[config.mk]
export PLATFORM = sky130hd
export DESIGN_NAME = pencoder_arb
export DESIGN_NICKNAME = d
export VERILOG_FILES = /design/src/rtl/pencoder_arb.sv
export SDC_FILE = /design/constraint.sdc
export NUM_CORES = 1
export LEC_CHECK = 0
export BUFFER_PORTS_ARGS = -buffer_cell sky130_fd_sc_hd__buf_4
export CAP_MARGIN = 20
export CORE_MARGIN = 1.5
export CORE_UTILIZATION = 44
export CTS_CLUSTER_SIZE = 14
export DETAILED_ROUTE_END_ITERATION = 10
export HOLD_SLACK_MARGIN = 0.03
export PLACE_DENSITY = 0.71
export SYNTH_ARGS = -nofsm -noshare
export SYNTH_HDL_FRONTEND = slang
export SYNTH_SLANG_ARGS = --single-unit
[constraint.sdc]
create_clock -name clk -period 2.1 [get_ports clk]
set_clock_uncertainty 0.2 [all_clocks]
set_input_delay 0 -clock clk [delete_from_list [all_inputs] [get_ports clk]]
set_output_delay 0 -clock clk [all_outputs]
set_load 0.01 [all_outputs]
[src/rtl/pencoder_arb.sv]
// Registered N-input priority encoder/arbiter with fixed or round-robin priority.
// Latency: req sampled at a rising edge appears on the outputs right after that edge.
// Backpressure: a presented grant is held stable until out_ready; accepts can run back-to-back.
module pencoder_arb #(
  parameter int N = 4,
  parameter int W = 2
) (
  input  logic         clk,
  input  logic         rst_n,
  input  logic [N-1:0] req,
  input  logic         mode,
  input  logic         out_ready,
  output logic         out_valid,
  output logic [W-1:0] out_code,
  output logic [N-1:0] out_onehot,
  output logic         out_multi
);

  typedef enum logic {IDLE, HOLD} state_t;

  localparam logic [W:0] N_EXT = (W+1)'(N);

  state_t         state;
  logic [W-1:0]   ptr;
  logic           accept;
  logic [W-1:0]   sel_ptr;
  logic           win_found;
  logic [W-1:0]   win_code;
  logic [N-1:0]   win_onehot;
  logic           win_multi;
  logic [W:0]     cand;

  // Pointer used for this edge's search: an accept on the same edge moves the
  // pointer to the code being retired, so back-to-back grants rotate correctly.
  // Fixed mode always searches as if ptr were 0.
  always_comb begin
    accept  = (state == HOLD) && out_ready;
    sel_ptr = '0;
    if (mode) begin
      sel_ptr = accept ? out_code : ptr;
    end
  end

  // Descending search starting at sel_ptr-1, wrapping from 0 to N-1 (not 2^W-1).
  always_comb begin
    win_found  = 1'b0;
    win_code   = '0;
    win_onehot = '0;
    cand       = '0;
    for (int i = 0; i < N; i++) begin
      // sel_ptr + N-1-i stays below 2N, so a single conditional subtract is the modulo.
      cand = {1'b0, sel_ptr} + (W+1)'(N - 1 - i);
      if (cand >= N_EXT) begin
        cand = cand - N_EXT;
      end
      if (!win_found && req[cand[W-1:0]]) begin
        win_found = 1'b1;
        win_code  = cand[W-1:0];
      end
    end
    for (int j = 0; j < N; j++) begin
      win_onehot[j] = win_found && (win_code == W'(j));
    end
    win_multi = |(req & (req - N'(1)));
  end

  // Two-state grant FSM; all outputs and the round-robin pointer are registered here.
  always_ff @(posedge clk or negedge rst_n) begin
    if (!rst_n) begin
      state      <= IDLE;
      out_valid  <= 1'b0;
      out_code   <= '0;
      out_onehot <= '0;
      out_multi  <= 1'b0;
      ptr        <= '0;
    end else begin
      ptr <= sel_ptr;
      case (state)
        IDLE: begin
          if (|req) begin
            out_valid  <= 1'b1;
            out_code   <= win_code;
            out_onehot <= win_onehot;
            out_multi  <= win_multi;
            state      <= HOLD;
          end else begin
            out_valid <= 1'b0;
          end
        end
        HOLD: begin
          if (out_ready) begin
            if (|req) begin
              out_code   <= win_code;
              out_onehot <= win_onehot;
              out_multi  <= win_multi;
            end else begin
              out_valid <= 1'b0;
              state     <= IDLE;
            end
          end
        end
        default: begin
          out_valid <= 1'b0;
          state     <= IDLE;
        end
      endcase
    end
  end

endmodule
==> results of run 1 <==
[logic make-up after synthesis]
| kind of cell | after synthesis | synth area share, % |
|---|---|---|
| buffers and inverters | 4 | 2.54 |
| AO/OA/AOI/OAI | 21 | 28.5 |
| multiplexers | 2 | 4.44 |
| flip-flops | 11 | 46.5 |
| AND/OR/NAND/NOR | 22 | 18.0 |
[tightest hold or removal path, stage by stage]
cell	delay, ns
buf_4	0.12
a21oi_1	0.19
a211o_1	0.18
o31ai_2	0.06
[sequential cells by signal, indices dropped and copies added (netlist names)]
name        cells
out_onehot      4
out_code        2
ptr             2
out_multi       1
out_valid       1
state           1
[path summary, 6_finish.rpt]
check                      slack [ns]       endpoint           from
max                              0.06  out_onehot[2]          state
min                              0.12  out_onehot[1]         req[3]
max reg2reg                      0.06  out_onehot[2]          state
min reg2reg                      0.28  out_onehot[0]  out_onehot[0]
max in group asynchronous        0.78          state          rst_n
min in group asynchronous        0.55      out_multi          rst_n
[layout by cell type, fill, tap and decap left out, types with 2 or more instances in the layout]
master / n
a21oi_1: 4
nand3_1: 2
inv_1: 4
buf_4: 16
and2_1: 4
o21ai_0: 2
o21ai_2: 2
dfrtp_1: 10
o211ai_1: 2
clkbuf_4: 3
dlygate4sd3_1: 11
nand2_1: 10
[stage by stage]
stage / setup TNS [ns] / total power [W]
2_1_floorplan: 0 / 0.000346
3_3_place_gp: 0 / 0.000420
3_5_place_dp: 0 / 0.000421
4_1_cts: 0 / 0.000586
5_1_grt: -0.00186 / 0.000630
6_report: 0 / 0.000589
[final cells by class]
type,instances,area [sq um]
clock buffer,4,26.3
inverter,4,15.0
timing repair buffer,27,230
fill,106,398
multi-input combinational,45,304
tap,15,18.8
sequential,11,277
[synthesized netlist by cell type (2+ instances only)]
cell      count  share of area, %
a21oi_1       4               3.4
and2_1        4               4.2
dfrtp_1      11                47
inv_1         4               2.5
nand2_1      10               6.3
nand3_1       2               1.7
nor2_1        2               1.3
o211ai_1      2               2.5
o21ai_0       2               1.7
o21ai_2       2               3.0
[what timing repair did]
action	CTS	global route
hold buffers	12	0
buffers inserted	0	1
endpoints found under the setup margin	0	5
resized for setup	0	2
hold endpoints to repair	20	0
[metal layers]
layer | global-route usage [%] | vias to the layer above
met2 | 37.3 | 18
li1 | - | 280
met5 | 0 | -
met4 | 12.9 | 0
met1 | 28.2 | 275
met3 | 3.41 | 5
[report_power, final]
| group | total [W] | internal, W | switching (W) |
|---|---|---|---|
| Sequential | 0.000258 | 0.000241 | 0.0000173 |
| Combinational | 0.000183 | 0.000101 | 0.0000829 |
| Clock | 0.000147 | 0.0000737 | 0.0000734 |
| Total | 0.000589 | 0.000415 | 0.000174 |
==> impl_metrics.toml, run 1 <==
[run_status]
outcome = "complete, no violations"

[setup_path]
start_kind = "flip-flop"
reg2reg_depth = 5
crit_type = "flip-flop to flip-flop"
cp_data_required_time_ns = 2.06
cp.depth = 5
path_buf_inv = 0
critical_path.top_delay_family = "compound AO/OA/AOI/OAI gates"
cp-end-kind = "flip-flop"
cp_slowest_cell = "dfrtp_2"
critical_path_arrival_ns = 2.00
path_max_fanout = 8
crit_chain = "and3_1 -> o21ai_2 -> mux2_4 -> a211o_1 -> a31o_1"
slowest_delay_ns = 0.45

[global_route]
grt_pass1_wl_um = 2300
grt_pass1_vias = 536
grt_max_degree = 12
antenna_found_initial = 0
grt-ovfl-total = 0
track_usage_pct = 22.8

[detailed_routing]
wl_per_cell_um = 12.7
ant_nets = 0
top_layer = "met4"
drc = 0
dr_wl_met2_um = 638
post_drt_via_cell_ratio = 5.45
wl_met1_um = 613
wl_met3_um = 60
via_count = 578
drt_pass1_iterations = 4
drtIter0Drc = 9
drt_wl_total_um = 1340

[clock_tree]
clk_pin_slew_ns = 0.07
cts_tree = "done"
clkSinkCount = 11
cts_buffers = 3
root_buffer = "clkbuf_4"
clockBufferDepth = 2
clk_latency_ns = 0.27
h-tree-depth = 1

[cells_and_area]
finish.net_count = 100
area_growth_pct = 47.1
final_util_pct = 68.6
final_cell_area_sq_um = 871
diodes = 0
layoutNonFillerInstCount = 106
drive_above_1_share_pct = 33.0

[yosys]
ys.flop_type = "dfrtp_1"
yosysSeqAreaShare_pct = 46.5
synth_cells = 60
yosys_warnings = 0
async_flop_share_pct = 100
syn_area_sq_um = 592
synth_nets = 68
synth_edf_count = 0
ys_seq_elements = 11
syn-mean-instance-area_sq_um = 9.86
ys_types = 27

[die]
dieArea_sq_um = 1570
die_h_um = 39.7
die-width_um = 39.7
coreArea_sq_um = 1270
initial_core_util_pct = 46.6
ios = 16
fp-row-count = 13

[timing]
worst_slack_ns = 0.0600
max_freq_mhz = 490
whs_ns = 0.118
maxSlewViolCount = 0
hold_viol_final = 0
min_period_ns = 2.04
slew_headroom_pct = 66.2
report.final.setup_viol = 0
fin_crit_sh_pct = 97.1
tightest_slew_ns = 0.505

[min_path]
hp-class = "primary input to flip-flop"
hold_path_depth = 4

[placed_design]
placed_area_sq_um = 723
io_buffers = 15
hpwl_um = 915
pre_cts_ws_ns = 0.0595
dpl.cell_count = 90
place.gp.congestion = 0.823

[power]
power.leakage_nw = 0.401
ir_drop_uv = 445
powerDensity_nw_per_um2 = 676

[job]
maxCapViolCount = 0
(Power assumes the default switching activity.)
==> inputs of run 2 (changes only) <==
- ABC_AREA: not set -> 1
- CORE_UTILIZATION: 44 -> 45
- GPL_TIMING_DRIVEN: not set -> 0
- PLACE_DENSITY: 0.71 -> 0.7
==> impl_metrics.toml, run 2 <==
[run_status]
outcome = "complete, no violations"

[timing]
report.final.setup_viol = 0
rsz0062_at_grt = "no"
min_period_ns = 1.91
maxSlewViolCount = 0
tightest_slew_ns = 0.525
slew_headroom_pct = 64.9
hold_viol_final = 0
finalSetupTns_ns = 0
max_freq_mhz = 522
fin_crit_sh_pct = 91.2

[setup_path]
reg2reg_slack_ns = 0.19
start_kind = "flip-flop"
critical_path_arrival_ns = 1.86
crit_type = "flip-flop to flip-flop"
r2r_start = "state"
reg2reg_depth = 11
cp_data_required_time_ns = 2.05
cp-end-kind = "flip-flop"
r2r_end = "out_onehot[2]"
path_max_fanout = 6

[min_path]
hold_path_depth = 2
hp-class = "flip-flop to flip-flop"
min_to = "out_multi"
min_from = "out_multi"

[cells_and_area]
finish.net_count = 147
area_growth_pct = 33.0
nFillCells = 130
regArea_sq_um = 275
final_cell_mix = "nand2_1 (31), inv_1 (14), buf_4 (14), nand2_2 (12)"
multi_input_area_sq_um = 453
largest_register_ffs = 4
largest-register = "out_onehot"
mostFrequentLayoutCell = "nand2_1"
drive_above_1_share_pct = 26.8
diodes = 0
reg_top3 = "out_onehot x4, out_code x2, ptr x2"
layoutNonFillerInstCount = 154

[detailed_routing]
drt_wl_total_um = 1660
drt_pass1_iterations = 4
post_drt_via_cell_ratio = 5.09
via_count = 784
drtIter0Drc = 23
wl_per_cell_um = 10.8
ant_nets = 0
drc = 0

[global_route]
antenna_found_initial = 0
grt_max_degree = 12
grt_pass1_vias = 692
grt-ovfl-total = 0
track_usage_pct = 19.3
grt_pass1_wl_um = 2910

[die]
fp-row-count = 14
ios = 16
die-width_um = 45.0
initial_core_util_pct = 50.2
coreArea_sq_um = 1580
die_h_um = 45.0
dieArea_sq_um = 2020

[yosys]
yosysSeqAreaShare_pct = 34.8
netlist.area_leader.share_pct = 34.8
syn-mean-instance-area_sq_um = 7.27
synth_edf_count = 0
yosys_warnings = 0
syn_area_sq_um = 792
synth_cells = 109
ys.flop_type = "dfrtp_1"
async_flop_share_pct = 100
ys_top_cells_by_area = "dfrtp_1 (35%), nand2_1 (15%), nand2_2 (9.5%), inv_1 (6.6%), nand3_1 (6.3%)"
synthMostInstantiatedCell = "nand2_1"
synth_commonest_cells = "nand2_1 (31), inv_1 (14), nand2_2 (12), dfrtp_1 (11), nand3_1 (10)"
ys_seq_elements = 11
synth_top_area_cell = "dfrtp_1"
ys_types = 17
synth_nets = 117

[placed_design]
place.gp.congestion = 0.843
io_buffers = 14
dpl.cell_count = 139
hpwl_um = 1220

[power]
ir_drop_uv = 355
finalPower_w = 0.000726
power.leakage_nw = 0.563
powerDensity_nw_per_um2 = 689

[clock_tree]
clkSinkCount = 11
cts_buffers = 3
h-tree-depth = 1
clk_pin_slew_ns = 0.07
clk_latency_ns = 0.26
clockBufferDepth = 2
postCtsSetupBuffers = 0
root_buffer = "clkbuf_4"
cts_tree = "done"
cts.repair.resized = 0

[job]
maxCapViolCount = 0
-- run 2: cell types whose count changed after synthesis, moves of 3 or more --
cell and change:
a21oi_1 -4, and2_1 -3, inv_1 +10, nand2_1 +21, nand2_2 +12, nand3_1 +8, nand4_1 +4, nor2_1 +3
o21ai_0 +3, o21ai_1 +7
-- run 2: worst max-delay path by stage --
stage | start | to | slack [ns] | depth (start not counted)
global placement | state | out_onehot[2] | 0.26 | 10
floorplan | out_code[0] | out_onehot[2] | 0.39 | 11
finish | state | out_onehot[2] | 0.19 | 11
CTS | state | out_onehot[2] | 0.18 | 10
global route | state | out_onehot[2] | 0.003 | 11
detailed placement | state | out_onehot[2] | 0.24 | 10
-- run 2: area by class of cell --
cell class,instances,area share (%)
Tap cell,16,1.90
Multi-Input combinational cell,83,43.0
Sequential cell,11,26.1
Clock buffer,4,2.49
Timing Repair Buffer,25,20.4
Buffer,1,1.07
Inverter,14,4.99
-- run 2: logic make-up (layout without fill, tap and decap cells) --
logic type,after synthesis,in the layout,share of synthesized area [%]
DFF,11,11,34.8
buffers and inverters,15,44,8.06
AOI/OAI and AO/OA,12,12,7.58
and+or+nand+nor,71,71,49.6
-- run 2: metrics by stage --
stage	hold slack (ns)	instance area, sq um	utilization [%]	setup slack [ns]
after global placement	-0.359	917	58.2	0.255
after global routing	0.314	1050	66.8	0.00316
after CTS	0.293	1050	66.8	0.178
after detailed placement	-0.358	917	58.2	0.244
final	0.291	1050	66.8	0.185
after floorplan	-0.496	792	-	0.393
-- run 2: repair_timing --
action / CTS / global route
hold buffers: 11 / 0
endpoints found under the hold margin: 16 / 0
setup endpoints to repair: 0 / 1
-- run 2: where the power goes --
part           switching (W)  internal [W]
sequential         0.0000229      0.000251
clock              0.0000687     0.0000734
combinational       0.000176      0.000134
-- run 2: metal layers --
metal,track usage [%],wire (um),vias to the layer above
met2,32.6,790,22
met5,0,0,-
met4,5.29,9,0
li1,-,-,406
met3,3.60,83,2
met1,25.2,779,354
-- run 2: critical path: stages (launching register included) --
cell and delay (ns):
dfrtp_1 0.43, nand3_2 0.17, inv_1 0.12, nor2_8 0.16
nand2_1 0.08, nand2_2 0.09, nand2_2 0.06, nand2_2 0.06
inv_1 0.04, nand4_1 0.11, nor2b_4 0.19, o21ai_1 0.09
